==> config.mk <==
export PLATFORM = sky130hd
export DESIGN_NAME = wb_daq_sram_writer
export DESIGN_NICKNAME = d
export VERILOG_FILES = /design/src/rtl/wb_daq_sram_writer.sv
export SDC_FILE = /design/constraint.sdc
export NUM_CORES = 1
export LEC_CHECK = 0
export BUFFER_PORTS_ARGS = -buffer_cell sky130_fd_sc_hd__buf_2
export CAP_MARGIN = 20
export CELL_PAD_IN_SITES_DETAIL_PLACEMENT = 1
export CELL_PAD_IN_SITES_GLOBAL_PLACEMENT = 1
export CORE_ASPECT_RATIO = 1.5
export CORE_MARGIN = 2
export CORE_UTILIZATION = 33
export DETAILED_ROUTE_END_ITERATION = 7
export GPL_TIMING_DRIVEN = 0
export PLACE_DENSITY_LB_ADDON = 0.2
export SKIP_CTS_REPAIR_TIMING = 1
export SYNTH_ARGS = -nofsm -noshare
export SYNTH_HDL_FRONTEND = slang
export SYNTH_SLANG_ARGS = --single-unit
==> constraint.sdc <==
create_clock -name wb_clk -period 2 [get_ports wb_clk]
set_clock_uncertainty 0.15 [all_clocks]
set_input_delay 0.1 -clock wb_clk [delete_from_list [all_inputs] [get_ports wb_clk]]
set_output_delay 0.1 -clock wb_clk [all_outputs]
set_load 0.02 [all_outputs]
==> src/rtl/wb_daq_sram_writer.sv <==
// Round-robin writer from four DAQ channels into one single-port SRAM.
// Each channel owns a quarter of the SRAM as a ring buffer addressed by its own write pointer.
module wb_daq_sram_writer #(
  parameter int dw = 32,
  parameter int aw = 10
) (
  input  logic                  wb_clk,
  input  logic                  wb_rst,
  input  logic                  enable,
  input  logic                  clear,
  input  logic [3:0]            start_sram,
  input  logic [4*dw-1:0]       data_in,
  output logic [3:0]            grant,
  output logic [3:0]            data_done,
  output logic [aw-1:0]         sram_addr,
  output logic [dw-1:0]         sram_data_out,
  output logic                  sram_we,
  input  logic                  sram_ack,
  output logic [4*(aw-2)-1:0]   wr_ptr,
  output logic [3:0]            wrapped
);

  localparam int pw = aw - 2;
  localparam logic [pw-1:0] ptr_one = pw'(1);

  typedef enum logic [1:0] {IDLE, GRANT, WRITE, DONE} state_t;

  state_t          state, state_nxt;
  logic [1:0]      ch;
  logic [1:0]      rr_last;
  logic [1:0]      pick_ch;
  logic            pick_valid;
  logic [pw-1:0]   ptr_q [4];
  logic [dw-1:0]   chan_word [4];

  for (genvar n = 0; n < 4; n++) begin : g_chan
    assign chan_word[n]          = data_in[n*dw +: dw];
    assign wr_ptr[n*pw +: pw]    = ptr_q[n];
  end

  // First requester after the most recently served channel, wrapping mod 4.
  always_comb begin
    // NOTE: every variable written here gets a default before any branch, so no latch is inferred.
    pick_valid = 1'b0;
    pick_ch    = rr_last;
    for (int i = 1; i <= 4; i++) begin
      if (!pick_valid && start_sram[rr_last + 2'(i)]) begin
        pick_valid = 1'b1;
        pick_ch    = rr_last + 2'(i);
      end
    end
  end

  always_comb begin
    state_nxt = state;
    case (state)
      IDLE:    if (!clear && enable && pick_valid) state_nxt = GRANT;
      GRANT:   state_nxt = WRITE;
      WRITE:   if (sram_ack) state_nxt = DONE;
      DONE:    state_nxt = IDLE;
      default: state_nxt = IDLE;
    endcase
  end

  // NOTE: sequential state uses non-blocking assignments so every register samples pre-edge values.
  always_ff @(posedge wb_clk or negedge wb_rst) begin
    if (!wb_rst) state <= IDLE;
    else         state <= state_nxt;
  end

  always_ff @(posedge wb_clk or negedge wb_rst) begin
    if (!wb_rst) begin
      grant         <= '0;
      data_done     <= '0;
      sram_we       <= 1'b0;
      sram_addr     <= '0;
      sram_data_out <= '0;
      wrapped       <= '0;
      rr_last       <= 2'd3;
      ch            <= 2'd0;
      // NOTE: the pointer array is four small registers, not a RAM, so resetting it costs nothing.
      for (int i = 0; i < 4; i++) ptr_q[i] <= '0;
    end else begin
      case (state)
        IDLE: begin
          if (clear) begin
            for (int i = 0; i < 4; i++) ptr_q[i] <= '0;
            wrapped <= '0;
          end else if (enable && pick_valid) begin
            ch    <= pick_ch;
            grant <= 4'b0001 << pick_ch;
          end
        end
        GRANT: begin
          sram_data_out <= chan_word[ch];
          sram_addr     <= {ch, ptr_q[ch]};
          sram_we       <= 1'b1;
        end
        WRITE: begin
          // Address, data and strobe hold until the SRAM acknowledges; no timeout.
          if (sram_ack) begin
            sram_we       <= 1'b0;
            grant         <= '0;
            data_done[ch] <= 1'b1;
            rr_last       <= ch;
            ptr_q[ch]     <= ptr_q[ch] + ptr_one;
            if (&ptr_q[ch]) wrapped[ch] <= 1'b1;
          end
        end
        DONE: data_done <= '0;
        default: ;
      endcase
    end
  end

endmodule

==> parameters.txt, run 1 <==
Parameter                              Value

Global routing
  Antenna violations before repair    1
  Pin count of the biggest net entering global routing    66
  GRT Residual Overflow    0
  First-pass GRT wire length    27300 um
  Via count of the first global-routing pass    4846
  Global router's overall resource usage    22.0%

Synthesis
  Number of synthesized flops with an enable pin    0
  Library cell with the highest instance count after synthesis    sky130_fd_sc_hd__dfrtp_1
  Main synth FF type    sky130_fd_sc_hd__dfrtp_1
  Total of warnings raised by yosys    0
  Flop and latch count out of synthesis    93
  Share of flip-flops with an asynchronous set or reset    100%
  Fraction of the mapped netlist area in adder cells    1.26%
  Net count after synthesis    527
  Compound-Gate Fraction of Synth Area    8.55%
  Multiplexer share of the synthesized area    28.9%
  Simple-Gate Fraction of Synth Area    10.9%
  Area of the mapped netlist    4970 um2
  Cell type contributing the most total cell area after synthesis    sky130_fd_sc_hd__dfrtp_1
  Sequential share of the synthesized area    46.8%
  Cell count after synthesis    385
  Parity-gate share of the synthesized area counting xor and xnor cells    0.528%
  Ranking of synthesized cells by area    sky130_fd_sc_hd__dfrtp_1 46%, sky130_fd_sc_hd__mux4_2 18%, sky130_fd_sc_hd__mux2_2 10%
  Top cell types by occurrence after synthesis    91 x sky130_fd_sc_hd__dfrtp_1, 46 x sky130_fd_sc_hd__mux2_2, 43 x sky130_fd_sc_hd__nand2_1
  Unique masters post-synth    46
  Portion of synthesized cell area occupied by the leading cell type    45.8%
  Average cell area after synthesis    12.9 um2
  Dominant combinational cell family by area after synthesis    multiplexers

Placed design
  Placer Congestion    0.855
  Post-Place Setup Slack    -0.421 ns
  Number of placed cells counting well taps    808
  Post-DP HPWL    13800 um
  Buffers on Ports    223

Routing
  Mean routed wirelength per cell    21.2 um
  Final routed DRC violation total    0
  Total Wirelength    18300 um
  Violation count after the first detailed-routing iteration    223
  Number of routed nets with antenna violations    0
  Count of TritonRoute iterations in the first routing pass    4
  Vias/cell    5.27
  Number of vias in the routed layout    4555

STA
  Setup TNS    -5.66 ns
  Worst-case setup margin in the final layout    -0.253 ns
  Final hold violation count    0
  Unrepaired setup endpoints after global routing    yes
  Crit share post-route    113%
  Peak Freq    0.444 GHz
  Tmin final    2.25 ns
  Final Slew Violations    0
  Normalized max-slew margin    46.9%
  Worst Tran Pin Value    0.790 ns
  # setup viols final    56

Pwr
  Leakage component of the power    3.58 nW
  Internal power    6.58 mW
  Share of total power in combinational logic    55.8%
  Worst IR drop on VDD    0.457 mV
  Net switching power    4.06 mW
  Sequential share of power    26.4%
  Total power divided by cell area    1420 nW/um2
  Switching share of total power    38.1%
  Clk network pwr share    17.9%
  Overall power of the completed layout    10.6 mW

Worst setup path
  Highest net fanout along the worst path    10
  CP arrival    2.35 ns
  Classification of the worst setup path    reg -> reg
  Cell count of the worst reg-to-reg path    6
  Crit. End Element    flop
  Element type at the critical path start    flop
  Critical path required time    2.10 ns

Die
  Area of the die    16100 um2
  Overall die height    154 um
  Starting density of the core    33.3%
  Core box area    14900 um2
  Die X    104 um
  Count of standard-cell rows    55
  Number of primary I/O pins    224

Worst hold path
  Class of the tightest hold or removal check    in -> reg
  Worst Hold Path Cells    3

Finish
  Fraction of layout instances using a drive strength above 1    63.8%
  Nets@finish    803
  Area overhead of the layout relative to synthesis    51.0%
  Final non-filler cell total    865
  Final core area utilization    50.3%
  Number of antenna repair diodes    0

CTS
  Clock tree from TritonCTS    done
  Inserted Clock Buffers    9
  Worst-path clk slew    0.07 ns
  Clock Path Buffers    2
  CTS Sinks    93
  Root Driver    sky130_fd_sc_hd__clkbuf_16
  Worst-skew pair later-pin latency    0.35 ns
  H-tree Lvls    3

Status
  Violations in the final reports    setup timing
  Outcome    finished, violations left

Flow run
  Max-cap violations    0
-- layout by cell type, fill, tap and decap left out, drive strengths merged, types with 6 or more instances in the layout --
| cell | Yosys | final |
|---|---|---|
| dfrtp | 91 | 91 |
| nor4 | 8 | 8 |
| o211ai | 8 | 8 |
| mux2 | 46 | 46 |
| clkbuf | 8 | 24 |
| nand2 | 43 | 43 |
| nand2b | 6 | 6 |
| nor2 | 7 | 7 |
| or4 | 8 | 8 |
| mux4 | 40 | 40 |
| o21ai | 21 | 21 |
| inv | 8 | 9 |
| buf | 14 | 273 |
-- registers in the layout, summed over array words and instances, names as in the netlist --
register,count
rr_last,2
grant,4
wr_ptr,32
sram_addr,10
state,2
sram_data_out,32
wrapped,4
data_done,4
ch,2
sram_we,1
-- layout make-up --
class,count,area (um2)
buffer,20,215
clock buffer,11,253
clock inverter,5,81.3
fill,1649,7420
inverter,8,30.0
multi-input combinational,262,2770
sequential,93,2330
tap,199,249
timing repair buffer,267,1590
-- stage by stage --
stage	cell area [um2]	hold WS, ns
final	7510	0.0560
after global routing	7510	0.0513
after CTS	6790	-0.463
after detailed placement	6460	-0.0912
after global placement	6430	0.326
after floorplan	5060	-0.346
-- logic make-up (layout without fill, tap and decap cells) --
| family | count (synthesis) | count (layout) |
|---|---|---|
| AND/OR/NAND/NOR | 104 | 104 |
| flip-flops | 93 | 93 |
| multiplexers | 88 | 88 |
| AO/OA/AOI/OAI | 62 | 62 |
| buffers and inverters | 30 | 311 |
| adder cells (fa/ha/maj) | 5 | 5 |
| XOR/XNOR | 3 | 3 |
-- worst max-delay path, stage by stage, from the launching register on --
cell and delay [ns]:
sky130_fd_sc_hd__dfrtp_1 0.40, sky130_fd_sc_hd__buf_8 0.16, sky130_fd_sc_hd__mux4_2 0.48, sky130_fd_sc_hd__nand3_4 0.14, sky130_fd_sc_hd__buf_6 0.16, sky130_fd_sc_hd__or4_1 0.52, sky130_fd_sc_hd__o211ai_1 0.14
-- routing by layer --
metal,share of wire [%],GRT usage (%)
met4,2.3,7.21
met3,6.1,4.89
met2,56,41.8
met5,0.071,0
met1,36,24.2
-- power by group through the flow --
stage	logic (mW)	clock network, mW	registers [mW]
finish	5.93	1.90	2.80
detailed placement	4.95	0	2.83
floorplan	2.74	0	3.39
global placement	4.81	0	2.80
global route	6.32	2.02	2.88
CTS	4.96	1.95	2.79
-- final timing paths --
kind | start | endpoint | slack (ns)
max in group asynchronous | wb_rst | rr_last[0]$_DFFE_PN1P_ | 0.90
worst min register to register | grant[3]$_DFFE_PN0P_ | grant[3]$_DFFE_PN0P_ | 0.34
min in group asynchronous | wb_rst | sram_data_out[2]$_DFFE_PN0P_ | 0.07
worst max-delay path | ch[0]$_DFFE_PN0P_ | wr_ptr[5]$_DFFE_PN0P_ | -0.25
worst max register to register | ch[0]$_DFFE_PN0P_ | wr_ptr[5]$_DFFE_PN0P_ | -0.25
worst min-delay path | data_in[123] | sram_data_out[27]$_DFFE_PN0P_ | 0.06
Note: power is estimated with default switching activity, not from simulation.
==> inputs of run 2 (changes only) <==
ABC_AREA = 1   (was unset)
CORE_UTILIZATION = 30   (was 33)
==> parameters.txt, run 2 <==
Parameter                              Value

Finish
  Non-Filler Cell Area, Final    8420 um2
  Commonest cells after routing, fill and taps aside    241 x sky130_fd_sc_hd__nand2_1, 234 x sky130_fd_sc_hd__buf_2, 97 x sky130_fd_sc_hd__dlygate4sd3_1
  Total of fill cells in the finished design    2031
  Nets@finish    1158
  Most common cell after layout, fill and taps aside    sky130_fd_sc_hd__nand2_1
  Area overhead of the layout relative to synthesis    68.8%
  Fraction of layout instances using a drive strength above 1    37.8%

CTS
  Worst-path clk slew    0.07 ns
  H-tree Lvls    3
  Inserted Clock Buffers    9
  Root Driver    sky130_fd_sc_hd__clkbuf_16
  Clock Path Buffers    2
  CTS Sinks    93
  Clock tree from TritonCTS    done
  Worst-skew pair later-pin latency    0.34 ns

Synthesis
  Main synth FF type    sky130_fd_sc_hd__dfrtp_1
  Number of synthesized flops with an enable pin    0
  Top cell types by occurrence after synthesis    265 x sky130_fd_sc_hd__nand2_1, 91 x sky130_fd_sc_hd__dfrtp_1, 46 x sky130_fd_sc_hd__nor2_1
  Portion of synthesized cell area occupied by the leading cell type    45.6%
  Cell count after synthesis    649
  Cell type contributing the most total cell area after synthesis    sky130_fd_sc_hd__dfrtp_1
  Share of flip-flops with an asynchronous set or reset    100%
  Flop and latch count out of synthesis    93
  Library cell with the highest instance count after synthesis    sky130_fd_sc_hd__nand2_1
  Net count after synthesis    791
  Average cell area after synthesis    7.69 um2
  Sequential share of the synthesized area    46.7%
  Total of warnings raised by yosys    0
  Area of the mapped netlist    4990 um2
  Unique masters post-synth    31
  Ranking of synthesized cells by area    sky130_fd_sc_hd__dfrtp_1 46%, sky130_fd_sc_hd__nand2_1 20%, sky130_fd_sc_hd__a22oi_1 4.8%

Die
  Starting density of the core    30.7%
  Core box area    16300 um2
  Overall die height    162 um
  Number of primary I/O pins    224
  Die X    109 um
  Area of the die    17700 um2
  Count of standard-cell rows    57

Routing
  Violation count after the first detailed-routing iteration    306
  Number of routed nets with antenna violations    0
  Final routed DRC violation total    0
  Mean routed wirelength per cell    19.9 um
  Total Wirelength    24400 um
  Vias/cell    5.06
  Count of TritonRoute iterations in the first routing pass    4
  Number of vias in the routed layout    6213

Placed design
  Placer Congestion    0.841
  Buffers on Ports    223
  Post-Place Setup Slack    -0.508 ns
  Post-DP HPWL    15500 um
  Area post-placement    6390 um2

Worst setup path
  R2r setup slk    -0.06 ns
  Critical path required time    2.08 ns
  CP Launch Point    ch[1]$_DFFE_PN0P_
  Element type at the critical path start    flop
  CP arrival    2.14 ns
  Critical register-to-register path startpoint    ch[1]$_DFFE_PN0P_
  Cell count of the worst reg-to-reg path    14
  Classification of the worst setup path    reg -> reg
  Critical path destination    wrapped[0]$_DFFE_PN0P_
  Crit. End Element    flop
  Highest net fanout along the worst path    7
  Worst reg2reg path endpoint    wrapped[0]$_DFFE_PN0P_

STA
  # setup viols final    15
  Worst slack on hold paths    -0.0457 ns
  Peak Freq    0.485 GHz
  Final hold violation count    15
  Tmin final    2.06 ns
  Worst-case setup margin in the final layout    -0.0602 ns
  Normalized max-slew margin    62.1%
  Unrepaired setup endpoints after global routing    yes
  Final Slew Violations    0
  Worst Tran Pin Value    0.568 ns
  Crit share post-route    103%

Flow run
  Max-cap violations    0

Global routing
  Pin count of the biggest net entering global routing    55
  First-pass GRT wire length    30400 um
  Global router's overall resource usage    22.3%
  Via count of the first global-routing pass    5607
  GRT Residual Overflow    0
  Antenna violations before repair    2

Status
  Outcome    finished, violations left
  Violations in the final reports    hold timing, setup timing

Pwr
  Worst IR drop on VDD    0.557 mV
  Overall power of the completed layout    11.5 mW
  Total power divided by cell area    1360 nW/um2
  Leakage component of the power    4.26 nW

Worst hold path
  Class of the tightest hold or removal check    in -> reg
run 2: cell count changes in the layout (fill, tap and decap cells not counted), sizes merged, moves of 14 or more:
cell / change
mux4: -40
dlygate4sd3: +96
mux2: -46
a22oi: +32
inv: +21
o21ai: +21
nand4: +14
nand2: +233
nor2: +46
nand3: +35
run 2: where the power goes:
part / total [mW] / internal [mW] / switching (mW)
logic: 6.71 / 2.38 / 4.33
clock network: 1.96 / 1.21 / 0.746
registers: 2.81 / 2.44 / 0.370
run 2: how the worst min path moves through the flow:
stage	cells after the start	start	endpoint
after floorplan	0	wb_rst	ch[0]$_DFFE_PN0P_
after detailed placement	1	wb_rst	grant[3]$_DFFE_PN0P_
final	3	data_in[62]	sram_data_out[30]$_DFFE_PN0P_
after global routing	3	data_in[62]	sram_data_out[30]$_DFFE_PN0P_
after CTS	1	wb_rst	grant[3]$_DFFE_PN0P_
after global placement	3	data_in[81]	sram_data_out[17]$_DFFE_PN0P_
run 2: kinds of logic (layout without fill, tap and decap cells):
family / Yosys count / in the layout / synth area share (%)
buffers and inverters: 61 / 432 / 5.47
other: 0 / 1 / 0
flip-flops: 93 / 93 / 46.7
AND/OR/NAND/NOR: 385 / 385 / 33.0
adder cells (fa/ha/maj): 5 / 5 / 1.25
AO/OA/AOI/OAI: 104 / 104 / 13.4
XOR/XNOR: 1 / 1 / 0.176
run 2: routing by layer:
metal | vias up | track usage (%) | share of wire (%)
met2 | 241 | 40.2 | 54
li1 | 2893 | - | -
met3 | 87 | 4.09 | 6.4
met5 | - | 0 | 0.053
met1 | 2990 | 26.1 | 35
met4 | 2 | 7.77 | 4.5
run 2: area by class of cell:
type	instances	area [um2]	share of cell area [%]
clock buffer	10	229	2.72
buffer	29	210	2.50
clock inverter	5	100	1.19
antenna	1	2.50	0.0297
sequential	93	2330	27.7
timing repair buffer	356	2390	28.4
multi-input combinational	495	2750	32.7
inverter	32	149	1.77
tap	206	258	3.06
run 2: critical path, cell delays in order, from the launching register on:
cell and delay, ns:
sky130_fd_sc_hd__dfrtp_1 0.35, sky130_fd_sc_hd__buf_6 0.16, sky130_fd_sc_hd__inv_6 0.04, sky130_fd_sc_hd__nor2_4 0.25, sky130_fd_sc_hd__buf_8 0.15, sky130_fd_sc_hd__nand2_4 0.05, sky130_fd_sc_hd__nand4_4 0.09, sky130_fd_sc_hd__ha_4 0.17
sky130_fd_sc_hd__nand2_4 0.06, sky130_fd_sc_hd__nor2_4 0.12, sky130_fd_sc_hd__nand2_2 0.07, sky130_fd_sc_hd__nand2_4 0.10, sky130_fd_sc_hd__nand2_4 0.08, sky130_fd_sc_hd__nand2_2 0.06, sky130_fd_sc_hd__nand2_1 0.04
run 2: per-stage QoR:
step	utilization, %	cells	setup TNS (ns)
detailed placement	39.3	1079	-16.20
finish	51.8	1227	-0.600
floorplan	-	649	0
global route	51.8	1227	-4.53
global placement	39.1	1078	-51.17
CTS	41.3	1094	-17.90
==> inputs of run 3 (changes only) <==
CTS_CLUSTER_DIAMETER = 30   (was unset)
MAX_ROUTING_LAYER = met4   (was unset)
==> parameters.txt, run 3 (same netlist as run 2, synthesis figures left out) <==
Parameter                              Value

Status
  Outcome    finished, violations left
  Violations in the final reports    hold timing, setup timing

CTS
  Root Driver    sky130_fd_sc_hd__clkbuf_16
  Worst-skew pair later-pin latency    0.34 ns
  CTS Sinks    93
  Clock Path Buffers    2
  Clock tree from TritonCTS    done
  Inserted Clock Buffers    9
  H-tree Lvls    3
  Worst-path clk slew    0.07 ns

Worst setup path
  CP arrival    2.16 ns
  Crit. End Element    flop
  Critical register-to-register path startpoint    ch[1]$_DFFE_PN0P_
  CP Launch Point    ch[1]$_DFFE_PN0P_
  Classification of the worst setup path    reg -> reg
  Highest net fanout along the worst path    7
  Element type at the critical path start    flop
  Critical path required time    2.08 ns

Die
  Overall die height    162 um
  Core box area    16300 um2
  Area of the die    17700 um2
  Number of primary I/O pins    224
  Starting density of the core    30.7%
  Count of standard-cell rows    57
  Die X    109 um

STA
  Unrepaired setup endpoints after global routing    yes
  Tmin final    2.08 ns
  Final Slew Violations    0
  Crit share post-route    104%
  Normalized max-slew margin    61.7%
  Worst-case setup margin in the final layout    -0.0826 ns
  Final hold violation count    15
  # setup viols final    16
  Worst Tran Pin Value    0.574 ns
  Peak Freq    0.480 GHz
  Worst slack on hold paths    -0.0463 ns
  Setup TNS    -0.760 ns

Placed design
  Area post-placement    6390 um2
  Placer Congestion    0.854
  Buffers on Ports    223
  Number of placed cells counting well taps    1079
  Post-DP HPWL    15500 um

Global routing
  Global router's overall resource usage    23.0%
  Antenna violations before repair    2
  Pin count of the biggest net entering global routing    55
  Via count of the first global-routing pass    5604
  GRT Residual Overflow    0
  First-pass GRT wire length    30400 um

Pwr
  Leakage component of the power    4.25 nW
  Overall power of the completed layout    11.5 mW
  Worst IR drop on VDD    0.553 mV
  Total power divided by cell area    1370 nW/um2

Finish
  Commonest cells after routing, fill and taps aside    241 x sky130_fd_sc_hd__nand2_1, 233 x sky130_fd_sc_hd__buf_2, 97 x sky130_fd_sc_hd__dlygate4sd3_1
  Fraction of layout instances using a drive strength above 1    37.5%
  Most common cell after layout, fill and taps aside    sky130_fd_sc_hd__nand2_1
  Nets@finish    1156
  Non-Filler Cell Area, Final    8410 um2
  Final non-filler cell total    1226
  Area overhead of the layout relative to synthesis    68.5%

Routing
  Count of TritonRoute iterations in the first routing pass    4
  Mean routed wirelength per cell    19.9 um
  Number of vias in the routed layout    6204
  Number of routed nets with antenna violations    0
  Violation count after the first detailed-routing iteration    342
  Total Wirelength    24500 um
  Vias/cell    5.06
  Final routed DRC violation total    0

Worst hold path
  Launch point of the worst hold path    data_in[124]
  Class of the tightest hold or removal check    in -> reg

Flow run
  Max-cap violations    0
[run 3: cell count changes in the layout (fill, tap and decap cells not counted)]
cell,change
sky130_fd_sc_hd__diode_2,+1
sky130_fd_sc_hd__buf_2,-1
sky130_fd_sc_hd__clkbuf_4,+1
sky130_fd_sc_hd__nor2_2,-1
sky130_fd_sc_hd__buf_4,-2
sky130_fd_sc_hd__nand3_1,+1
sky130_fd_sc_hd__nand3_2,-1
sky130_fd_sc_hd__nor2_1,+1
[run 3: final cells by class]
| cell class | instances | area (um2) |
|---|---|---|
| diodes | 2 | 5.00 |
| plain buffers | 29 | 213 |
| clock buffers | 10 | 229 |
| clock inverters | 5 | 100 |
| fillers | 2028 | 7860 |
| inverters | 32 | 149 |
| multi-input cells | 495 | 2740 |
| flip-flops and latches | 93 | 2330 |
| well taps | 206 | 258 |
| repair buffers | 354 | 2380 |
[run 3: metal layers]
layer  GRT usage (%)  wire, um  up-vias
li1                -         -     2888
met1            26.0      8700     2984
met2            40.3     13100      239
met3            4.09      1470       93
met4            7.77      1190        0
met5               -         0        -
[run 3: final timing paths]
path / depth (start not counted) / slack, ns / end
hold reg to reg: 2 / 0.33 / sram_addr[0]$_DFFE_PN0P_
max in group asynchronous: 3 / 0.86 / rr_last[0]$_DFFE_PN1P_
hold / removal: 5 / -0.05 / sram_data_out[28]$_DFFE_PN0P_
setup / recovery: 10 / -0.08 / wr_ptr[30]$_DFFE_PN0P_
min in group asynchronous: 2 / 0.14 / grant[3]$_DFFE_PN0P_
setup reg to reg: 10 / -0.08 / wr_ptr[30]$_DFFE_PN0P_
[run 3: per-stage QoR]
step	setup WS, ns	hold WS [ns]	utilization [%]
finish	-0.0826	-0.0463	51.7
global route	-0.247	-0.0293	51.7
CTS	-0.539	-0.386	41.3
detailed placement	-0.508	-0.0144	39.3
global placement	-0.463	0.241	39.1
floorplan	0.0279	-0.346	-
[run 3: critical path: stages (launching register included)]
cell,delay [ns]
sky130_fd_sc_hd__dfrtp_1,0.35
sky130_fd_sc_hd__buf_6,0.16
sky130_fd_sc_hd__inv_6,0.04
sky130_fd_sc_hd__nor2_4,0.26
sky130_fd_sc_hd__nand2_1,0.09
sky130_fd_sc_hd__nand4_1,0.20
sky130_fd_sc_hd__nand2_1,0.12
sky130_fd_sc_hd__nor2_1,0.22
sky130_fd_sc_hd__nand3_1,0.18
sky130_fd_sc_hd__nand3_1,0.15
sky130_fd_sc_hd__nand2_1,0.05
[run 3: where the power goes]
group	total [mW]	internal [mW]	switching (mW)
clock network	1.96	1.21	0.743
registers	2.81	2.45	0.368
logic	6.72	2.38	4.34
